**src/rtl/xmux_sched_pkg.sv**
```systemverilog
// xmux_sched_pkg: shared definitions for the Versat mux select sequencer.
//   - state_t    : FSM state encodings (IDLE=0, ACTIVE=1, FLUSH=2, DELAY=3)
//   - MUX_SEL_W  : width of the mux select
//   - Table entry layout is {sel, dur}: sel occupies the top MUX_SEL_W bits,
//     dur the low DUR_W bits (DUR_W is a per-instance parameter).
// No ports; imported by xmux_sched and xmux_sched_table.
package xmux_sched_pkg;

    localparam int MUX_SEL_W = 2;

    typedef enum logic [1:0] {
        ST_IDLE   = 2'd0,
        ST_ACTIVE = 2'd1,
        ST_FLUSH  = 2'd2,
        ST_DELAY  = 2'd3
    } state_t;

    function automatic int entry_w(input int dur_w);
        return MUX_SEL_W + dur_w;
    endfunction

endpackage

```
**src/rtl/xmux_sched_table.sv**
```systemverilog
// xmux_sched_table: N_ENTRIES x {sel, dur} register file for the sequencer.
// Ports:
//   clk, rst        clock, async active-high reset (clears every entry)
//   we              write strobe (already gated to IDLE by the parent)
//   waddr/wsel/wdur write port
//   raddr           combinational read address (entry pointer)
//   rsel/rdur       read data
module xmux_sched_table
    import xmux_sched_pkg::*;
#(
    parameter int N_ENTRIES = 8,
    parameter int DUR_W     = 8
) (
    input  logic                         clk,
    input  logic                         rst,
    input  logic                         we,
    input  logic [$clog2(N_ENTRIES)-1:0] waddr,
    input  logic [MUX_SEL_W-1:0]         wsel,
    input  logic [DUR_W-1:0]             wdur,
    input  logic [$clog2(N_ENTRIES)-1:0] raddr,
    output logic [MUX_SEL_W-1:0]         rsel,
    output logic [DUR_W-1:0]             rdur
);

    localparam int EW = entry_w(DUR_W);

    logic [EW-1:0] mem [N_ENTRIES];

    always_ff @(posedge clk or posedge rst) begin
        if (rst) begin
            for (int i = 0; i < N_ENTRIES; i++) begin
                mem[i] <= '0;
            end
        end else if (we) begin
            mem[waddr] <= {wsel, wdur};
        end
    end

    assign {rsel, rdur} = mem[raddr];

endmodule

```
**src/rtl/xmux_sched.sv**
```systemverilog
// xmux_sched: programmable select sequencer for the Versat 4-input mux.
// Steps sel through a {sel, dur} table for cfg_iter+1 passes over entries
// 0..cfg_len, then spends one FLUSH cycle so the mux registers the last
// operand, then returns to IDLE (done=1).
// Optional feature macro: XMUX_SCHED_DELAY_EN adds cfg_delay and a DELAY
// state inserted between run and the first ACTIVE cycle.
// Ports:
//   clk, rst            clock, async active-high reset
//   run                 start pulse, honoured only in IDLE
//   done                high while IDLE
//   cfg_we/addr/sel/dur table write port, honoured only in IDLE
//   cfg_len, cfg_iter   last entry index / last pass index, latched on run
//   cfg_delay           (macro only) pre-sequence delay, latched on run
//   sel, en, last       mux select, select-valid, final scheduled cycle
//
// state  | meaning
// IDLE   | block free, table writable, waiting for run
// DELAY  | counting cfg_delay cycles before the sequence (macro only)
// ACTIVE | driving table[ptr].sel for dur+1 cycles per entry
// FLUSH  | one idle cycle so the mux registers the final operand
module xmux_sched
    import xmux_sched_pkg::*;
#(
    parameter int N_ENTRIES = 8,
    parameter int DUR_W     = 8,
    parameter int ITER_W    = 8
) (
    input  logic                         clk,
    input  logic                         rst,
    input  logic                         run,
    output logic                         done,
    input  logic                         cfg_we,
    input  logic [$clog2(N_ENTRIES)-1:0] cfg_addr,
    input  logic [MUX_SEL_W-1:0]         cfg_sel,
    input  logic [DUR_W-1:0]             cfg_dur,
    input  logic [$clog2(N_ENTRIES)-1:0] cfg_len,
    input  logic [ITER_W-1:0]            cfg_iter,
`ifdef XMUX_SCHED_DELAY_EN
    input  logic [DUR_W-1:0]             cfg_delay,
`endif
    output logic [MUX_SEL_W-1:0]         sel,
    output logic                         en,
    output logic                         last
);

    localparam int AW = $clog2(N_ENTRIES);

    state_t               state, state_nx;
    logic [AW-1:0]        ptr, len_q;
    logic [ITER_W-1:0]    pass, iter_q;
    logic [DUR_W-1:0]     hold;
    logic [MUX_SEL_W-1:0] sel_q, tbl_sel;
    logic [DUR_W-1:0]     tbl_dur;
    logic                 hold_tc, seq_end;

    xmux_sched_table #(
        .N_ENTRIES (N_ENTRIES),
        .DUR_W     (DUR_W)
    ) u_table (
        .clk   (clk),
        .rst   (rst),
        .we    (cfg_we && (state == ST_IDLE)),
        .waddr (cfg_addr),
        .wsel  (cfg_sel),
        .wdur  (cfg_dur),
        .raddr (ptr),
        .rsel  (tbl_sel),
        .rdur  (tbl_dur)
    );

    assign hold_tc = (hold == tbl_dur);
    assign seq_end = hold_tc && (ptr == len_q) && (pass == iter_q);

`ifdef XMUX_SCHED_DELAY_EN
    logic [DUR_W-1:0] dly_cnt, dly_lim;
    logic             dly_tc;

    assign dly_tc = (dly_cnt == dly_lim);

    // dly_lim holds cfg_delay-1 so DELAY lasts exactly cfg_delay cycles;
    // a zero delay never enters DELAY, so the underflow value is unused.
    always_ff @(posedge clk or posedge rst) begin
        if (rst) begin
            dly_cnt <= '0;
            dly_lim <= '0;
        end else if (state == ST_IDLE) begin
            if (run) begin
                dly_cnt <= '0;
                dly_lim <= cfg_delay - 1'b1;
            end
        end else if (state == ST_DELAY && !dly_tc) begin
            dly_cnt <= dly_cnt + 1'b1;
        end
    end
`endif

    always_ff @(posedge clk or posedge rst) begin
        if (rst) begin
            state <= ST_IDLE;
        end else begin
            state <= state_nx;
        end
    end

    always_comb begin
        state_nx = state;
        case (state)
            ST_IDLE: begin
                if (run) begin
`ifdef XMUX_SCHED_DELAY_EN
                    state_nx = (cfg_delay != '0) ? ST_DELAY : ST_ACTIVE;
`else
                    state_nx = ST_ACTIVE;
`endif
                end
            end
            ST_DELAY: begin
`ifdef XMUX_SCHED_DELAY_EN
                if (dly_tc) begin
                    state_nx = ST_ACTIVE;
                end
`else
                state_nx = ST_IDLE;
`endif
            end
            ST_ACTIVE: begin
                if (seq_end) begin
                    state_nx = ST_FLUSH;
                end
            end
            ST_FLUSH: state_nx = ST_IDLE;
            default:  state_nx = ST_IDLE;
        endcase
    end

    always_ff @(posedge clk or posedge rst) begin
        if (rst) begin
            ptr    <= '0;
            pass   <= '0;
            hold   <= '0;
            len_q  <= '0;
            iter_q <= '0;
            sel_q  <= '0;
        end else begin
            case (state)
                ST_IDLE: begin
                    if (run) begin
                        len_q  <= cfg_len;
                        iter_q <= cfg_iter;
                        ptr    <= '0;
                        pass   <= '0;
                        hold   <= '0;
                    end
                end
                ST_ACTIVE: begin
                    // sel_q remembers the live select so FLUSH/IDLE keep it
                    sel_q <= tbl_sel;
                    if (!hold_tc) begin
                        hold <= hold + 1'b1;
                    end else begin
                        hold <= '0;
                        if (ptr != len_q) begin
                            ptr <= ptr + 1'b1;
                        end else if (pass != iter_q) begin
                            ptr  <= '0;
                            pass <= pass + 1'b1;
                        end
                    end
                end
                default: ;
            endcase
        end
    end

    // Outputs decode registered state, pointer and table contents only.
    assign done = (state == ST_IDLE);
    assign en   = (state == ST_ACTIVE);
    assign sel  = (state == ST_ACTIVE) ? tbl_sel : sel_q;
    assign last = (state == ST_ACTIVE) && seq_end;

endmodule
```
**config.mk**
```make
export PLATFORM = sky130hd
export DESIGN_NAME = xmux_sched
export DESIGN_NICKNAME = d
export VERILOG_FILES = /design/src/rtl/xmux_sched_pkg.sv /design/src/rtl/xmux_sched_table.sv /design/src/rtl/xmux_sched.sv
export SDC_FILE = /design/constraint.sdc
export NUM_CORES = 1
export LEC_CHECK = 0
export BUFFER_PORTS_ARGS = -buffer_cell sky130_fd_sc_hd__buf_2
export CORE_MARGIN = 2
export CORE_UTILIZATION = 45
export CTS_CLUSTER_DIAMETER = 200
export DETAILED_ROUTE_END_ITERATION = 10
export MAX_ROUTING_LAYER = met4
export PLACE_DENSITY = 0.61
export SLEW_MARGIN = 20
export SYNTH_ARGS = -nofsm -noshare
export SYNTH_HDL_FRONTEND = slang
export SYNTH_SLANG_ARGS = --single-unit
```
**constraint.sdc**
```tcl
create_clock -name clk -period 8.5 [get_ports clk]
set_clock_uncertainty 0.15 [all_clocks]
set_input_delay 1.7 -clock clk [delete_from_list [all_inputs] [get_ports clk]]
set_output_delay 1.7 -clock clk [all_outputs]
set_load 0.01 [all_outputs]
```
==> results.py, run 1 <==
metrics = {
    "outcome": {
        "status": "finished clean",
    },
    "setup_path": {
        "reg2reg_depth": 8,
        "worstPathArrival_ns": 3.29,
        "worst_ep_required_time_ns": 6.65,
        "path_max_fanout": 23,
        "critPathKind": "flop to output port",
        "endpoint_kind": "output port",
        "regToRegSetupSlack_ns": 5.19,
        "start_kind": "flop",
    },
    "logic_synthesis": {
        "synth_edf_count": 0,
        "yosysTopAreaCellShare_pct": 51.4,
        "avgSynthCellArea_um2": 13.3,
        "yosysSeqAreaShare_pct": 51.4,
        "yosysMostFrequentCell": "dfrtp_1",
        "synth_cell_types": 48,
        "async_flop_share_pct": 100,
        "yosysTopAreaCell": "dfrtp_1",
        "synth-compound-area-share_pct": 5.25,
        "synthesis.area_um2": 5560,
        "synthSimpleGateAreaFrac_pct": 9.46,
        "synth_flop_cell": "dfrtp_1",
        "synth_top_family_by_area": "multiplexers",
        "synthAdderAreaFrac_pct": 0.676,
        "synth_area_leaders": "dfrtp_1, mux2_2, mux4_2",
        "yosys-top-cells-count": "dfrtp_1, mux2_2, nand2_1",
        "netlist_instances": 419,
        "synth_warnings": 0,
        "ys_seq_elements": 114,
        "synth-xor-area-share_pct": 2.68,
        "synth_mux_area_share_pct": 27.9,
        "syn_nets": 450,
    },
    "grt": {
        "grt_pass1_vias": 3669,
        "grt_overflow": 0,
        "grt_pass1_wl_mm": 19.2,
        "grt_max_degree": 80,
        "grt_use_total_pct": 20.0,
        "grt_antenna_before_repair": 0,
    },
    "cts": {
        "post-cts-setup-buffers": 0,
        "insertion_delay_ns": 0.42,
        "clk_pin_slew_worst_paths_ns": 0.06,
        "h-tree-depth": 4,
        "clock_sinks": 114,
        "holdBufCountCts": 0,
        "cts_resized": 0,
        "cts_made_buffers": 17,
        "cts_root_buf": "clkbuf_16",
        "clockBufferDepth": 2,
        "cts_tree": "built",
    },
    "detailed_routing": {
        "drc": 0,
        "wire_per_inst_um": 18.7,
        "num_vias": 3539,
        "dr.pass1.iters": 4,
        "dr.first_iter.drc_count": 239,
        "wirelength_mm": 11.5,
        "avgViaCountPerCell": 5.74,
        "ant_nets": 0,
    },
    "pwr": {
        "power_leakage_nw": 3.25,
        "p_comb_share_pct": 1.9,
        "p_int_mw": 1.04,
        "power_switching_mw": 0.272,
        "switching_share_pct": 20.7,
        "power_frac_seq_pct": 41.4,
        "clkPwrFrac_pct": 56.7,
        "power_per_cell_area_nw_per_um2": 203,
        "peakVddDrop_mv": 0.155,
    },
    "floorplan": {
        "fp.dieArea_um2": 13300,
        "core_um2": 12000,
        "initial_core_util_pct": 46.3,
        "die_x_um": 115,
        "pin_count": 33,
        "rows": 40,
        "die_y_um": 115,
    },
    "min_path": {
        "hold_depth": 2,
        "min_path_type": "flop to flop",
    },
    "sta": {
        "worstMarginPinSlew_ns": 0.997,
        "report.final.hold_viol_count": 0,
        "setup_viol": 0,
        "post-route-period-util_pct": 60.5,
        "setup_tns_ns": 0,
        "slew_viol_final": 0,
        "rsz0062_at_grt": "false",
        "fmax_mhz": 194,
        "period_needed_ns": 5.14,
        "slew_headroom_pct": 33.5,
    },
    "final_layout": {
        "antenna_cells": 0,
        "areaGrowthSynthToFinish_pct": 16.4,
        "nNetsFinal": 488,
        "final_util_pct": 53.8,
        "final_layout_size_suffix_gt1_share_pct": 39.8,
    },
    "placed_design": {
        "port_buffers": 32,
        "gp_routability_congestion": 0.763,
        "place_hpwl_mm": 7.13,
    },
    "job": {
        "drv_cap": 0,
    },
}
[path summary, 6_finish.rpt]
path | start | end
setup / recovery | ptr[2] | last
hold / removal | sel_q[1] | sel_q[1]
setup reg to reg | ptr[2] | hold[6]
hold reg to reg | sel_q[1] | sel_q[1]
max in group asynchronous | rst | u_table.mem[30]
min in group asynchronous | rst | u_table.mem[38]
[registers in the layout, indices dropped and copies added, names as in the netlist]
register,cells
state,2
hold,8
len_q,3
sel_q,2
pass,8
iter_q,8
ptr,3
u_table.mem,80
[area by class of cell]
| type | count | area (µm²) |
|---|---|---|
| fill | 1019 | 5550 |
| sequential | 114 | 2850 |
| multi-input combinational | 277 | 2550 |
| clock buffer | 19 | 433 |
| timing repair buffer | 37 | 218 |
| clock inverter | 13 | 185 |
| tap | 147 | 184 |
| inverter | 10 | 40.0 |
[placed cells by master (no fill, tap or decap), types with 3 or more instances in the layout]
cell type / n
nand2_1: 28
nor2b_1: 9
dfrtp_1: 114
xnor2_1: 10
buf_2: 32
inv_1: 9
o221ai_1: 4
nand2b_1: 3
o21ai_0: 5
mux2i_1: 14
a22oi_1: 5
mux4_2: 16
clkbuf_16: 17
nor2_1: 9
nand4_1: 3
ha_1: 3
buf_4: 4
mux2_2: 93
a21oi_1: 4
clkinv_4: 3
nor3_1: 3
bufinv_16: 4
a21o_1: 4
clkinv_2: 3
and3_1: 8
or3_1: 7
nand3_1: 12
o211ai_1: 3
xor2_1: 7
[through the flow]
step | cells | setup WS (ns) | hold WS [ns] | cell area (µm²) | total power [mW]
after CTS | 616 | 3.34 | 0.346 | 6440 | 1.32
after global routing | 617 | 3.13 | 0.357 | 6460 | 1.36
final | 617 | 3.36 | 0.343 | 6460 | 1.31
after global placement | 584 | 3.85 | 0.320 | 5820 | 0.576
after floorplan | 419 | 3.63 | 0.324 | 5560 | 0.562
after detailed placement | 584 | 3.79 | 0.333 | 5820 | 0.576
[critical path: stages (launching register included)]
cell	delay (ns)
dfrtp_1	0.99
mux4_2	0.60
mux2i_1	0.18
xor2_1	0.16
o221ai_1	0.16
nor4_4	0.15
buf_4	0.30
and3_1	0.19
buf_2	0.12
[cell families (layout without fill, tap and decap cells)]
family                     Yosys count  after routing
AOI/OAI and AO/OA                   39             39
xor gates and xnor gates            17             17
adders and majority gates            3              3
buffers and inverters               28             79
DFF                                114            114
muxes                              123            123
and+or+nand+nor                     95             95
[power groups by stage]
stage               Combinational [mW]  Clock [mW]  Sequential [mW]
floorplan                      0.00892           0            0.553
global placement                0.0230           0            0.553
finish                          0.0245       0.745            0.543
detailed placement              0.0235           0            0.553
CTS                             0.0238       0.758            0.543
global route                    0.0282       0.786            0.543
[per-layer routing]
metal  wire length (µm)  up-vias  part of all wire (%)  GRT usage (%)
met4                164        0                   1.4           6.67
met5                  0        -                     0              -
met2               5840       67                    51           32.2
met1               5130     1839                    44           24.5
met3                406       19                   3.5           5.64
li1                   -     1614                     -              -
(Power assumes the default switching activity.)
==> run 2, diff against run 1 <==
==> constraint.sdc (replaced) <==
create_clock -name clk -period 4.88 [get_ports clk]
set_clock_uncertainty 0.15 [all_clocks]
set_input_delay 0.976 -clock clk [delete_from_list [all_inputs] [get_ports clk]]
set_output_delay 0.976 -clock clk [all_outputs]
set_load 0.01 [all_outputs]
==> run 2 against run 1 <==
Net effect:
- sequential share of layout area is 0.077 points higher
- sequential power is 74% higher
- final cell count stayed put
- total power is 75% higher
- largest power group unchanged
- combinational power is 61% higher
- wire length is 2.1% lower
- hold slack better by 0.0028 ns
- flip-flop and latch count stayed put
- critical path depth is 1 lower
- die area stayed put
- critical path type unchanged
- register-to-register slack worse by 3.7 ns
==> results.py, run 2 (same netlist as run 1, synthesis figures left out) <==
metrics = {
    "final_layout": {
        "seqCellArea_um2": 2850,
        "num-fill-cells": 1062,
        "final_common_cell": "dfrtp_1",
        "areaGrowthSynthToFinish_pct": 16.1,
        "stdcell_area_um2": 6450,
        "final_layout_size_suffix_gt1_share_pct": 39.6,
        "regMostFlops": "u_table.mem",
        "final_util_pct": 53.7,
        "multi_input_area_um2": 2550,
        "antenna_cells": 0,
        "layout_common_cells": "dfrtp_1, mux2_2, buf_2",
        "nNetsFinal": 489,
        "largest_register_ffs": 80,
    },
    "setup_path": {
        "worstPathArrival_ns": 3.04,
        "path_max_fanout": 26,
        "start_kind": "flop",
        "endpoint_kind": "output port",
        "worst_ep_required_time_ns": 3.75,
        "regToRegSetupSlack_ns": 1.51,
        "critPathKind": "flop to output port",
        "crit_start": "ptr[1]",
        "rr_startpoint": "ptr[1]",
    },
    "sta": {
        "slew_viol_final": 0,
        "post-route-period-util_pct": 85.4,
        "setup_viol": 0,
        "worstMarginPinSlew_ns": 1.12,
        "period_needed_ns": 4.17,
        "hold_ws_ns": 0.346,
        "slew_headroom_pct": 25.5,
        "report.final.hold_viol_count": 0,
        "setup_tns_ns": 0,
        "fmax_mhz": 240,
        "rsz0062_at_grt": "false",
    },
    "placed_design": {
        "post_dp_cell_area_um2": 5830,
        "gp_routability_congestion": 0.761,
        "port_buffers": 32,
        "place_hpwl_mm": 7.24,
    },
    "detailed_routing": {
        "wire_per_inst_um": 18.3,
        "highest_layer": "met4",
        "dr_wl_met3_um": 388,
        "dr.pass1.iters": 4,
        "wirelength_mm": 11.3,
        "wl_met1_mm": 5.21,
        "ant_nets": 0,
        "avgViaCountPerCell": 5.64,
        "num_vias": 3478,
        "met2RoutedLength_mm": 5.51,
        "dr.first_iter.drc_count": 197,
        "drc": 0,
    },
    "min_path": {
        "min_path_type": "flop to flop",
        "hp-start": "u_table.mem[35]",
    },
    "cts": {
        "cts_resized": 0,
        "insertion_delay_ns": 0.42,
        "cts_tree": "built",
        "post-cts-setup-buffers": 0,
        "clock_sinks": 114,
        "clockBufferDepth": 2,
        "clk_pin_slew_worst_paths_ns": 0.06,
        "holdBufCountCts": 0,
        "cts_root_buf": "clkbuf_16",
        "cts_made_buffers": 17,
        "h-tree-depth": 4,
    },
    "grt": {
        "grt_antenna_before_repair": 0,
        "grt_use_total_pct": 19.8,
        "grt_max_degree": 79,
        "grt_overflow": 0,
        "grt_pass1_vias": 3605,
        "grt_pass1_wl_mm": 19.1,
    },
    "floorplan": {
        "die_y_um": 115,
        "pin_count": 33,
        "initial_core_util_pct": 46.3,
        "fp.dieArea_um2": 13300,
        "die_x_um": 115,
        "core_um2": 12000,
        "rows": 40,
    },
    "pwr": {
        "finalPower_mw": 2.29,
        "power_leakage_nw": 3.24,
        "peakVddDrop_mv": 0.212,
        "power_per_cell_area_nw_per_um2": 355,
    },
    "job": {
        "drv_cap": 0,
    },
    "outcome": {
        "status": "finished clean",
    },
}
## run 2: metal layers
| layer | global-route usage [%] | up-vias |
|---|---|---|
| li1 | - | 1626 |
| met1 | 25.4 | 1781 |
| met2 | 30.3 | 54 |
| met3 | 5.27 | 17 |
| met4 | 7.55 | 0 |
| met5 | - | - |
## run 2: area by class of cell
| class | count | share of cell area [%] |
|---|---|---|
| Clock buffer | 22 | 7.19 |
| Clock inverter | 9 | 2.40 |
| Inverter | 10 | 0.621 |
| Multi-Input combinational cell | 277 | 39.5 |
| Sequential cell | 114 | 44.2 |
| Tap cell | 147 | 2.85 |
| Timing Repair Buffer | 38 | 3.18 |
## run 2: per-stage QoR
stage                     worst slack (ns)  cells
after detailed placement              1.15    586
after global placement                1.14    586
final                                0.712    617
after floorplan                      0.738    419
after CTS                            0.687    617
after global routing                 0.566    617
## run 2: worst max-delay path, stage by stage (launching register included)
cell and delay [ns]:
dfrtp_1 1.08, mux4_2 0.42, mux2i_1 0.18, xor2_1 0.17
nand3_1 0.15, nor4_4 0.29, and3_1 0.19, buf_2 0.13
## run 2: final timing paths
| path | to | cells after the start |
|---|---|---|
| setup / recovery | last | 7 |
| hold / removal | u_table.mem[35] | 1 |
| setup reg to reg | hold[6] | 8 |
| hold reg to reg | u_table.mem[35] | 1 |
| max in group asynchronous | u_table.mem[25] | 3 |
| min in group asynchronous | u_table.mem[29] | 2 |
## run 2: report_power, final
group          switching, mW  internal (mW)  total [mW]
clock network          0.428          0.877        1.31
logic                 0.0298        0.00958      0.0394
registers                  0          0.946       0.946
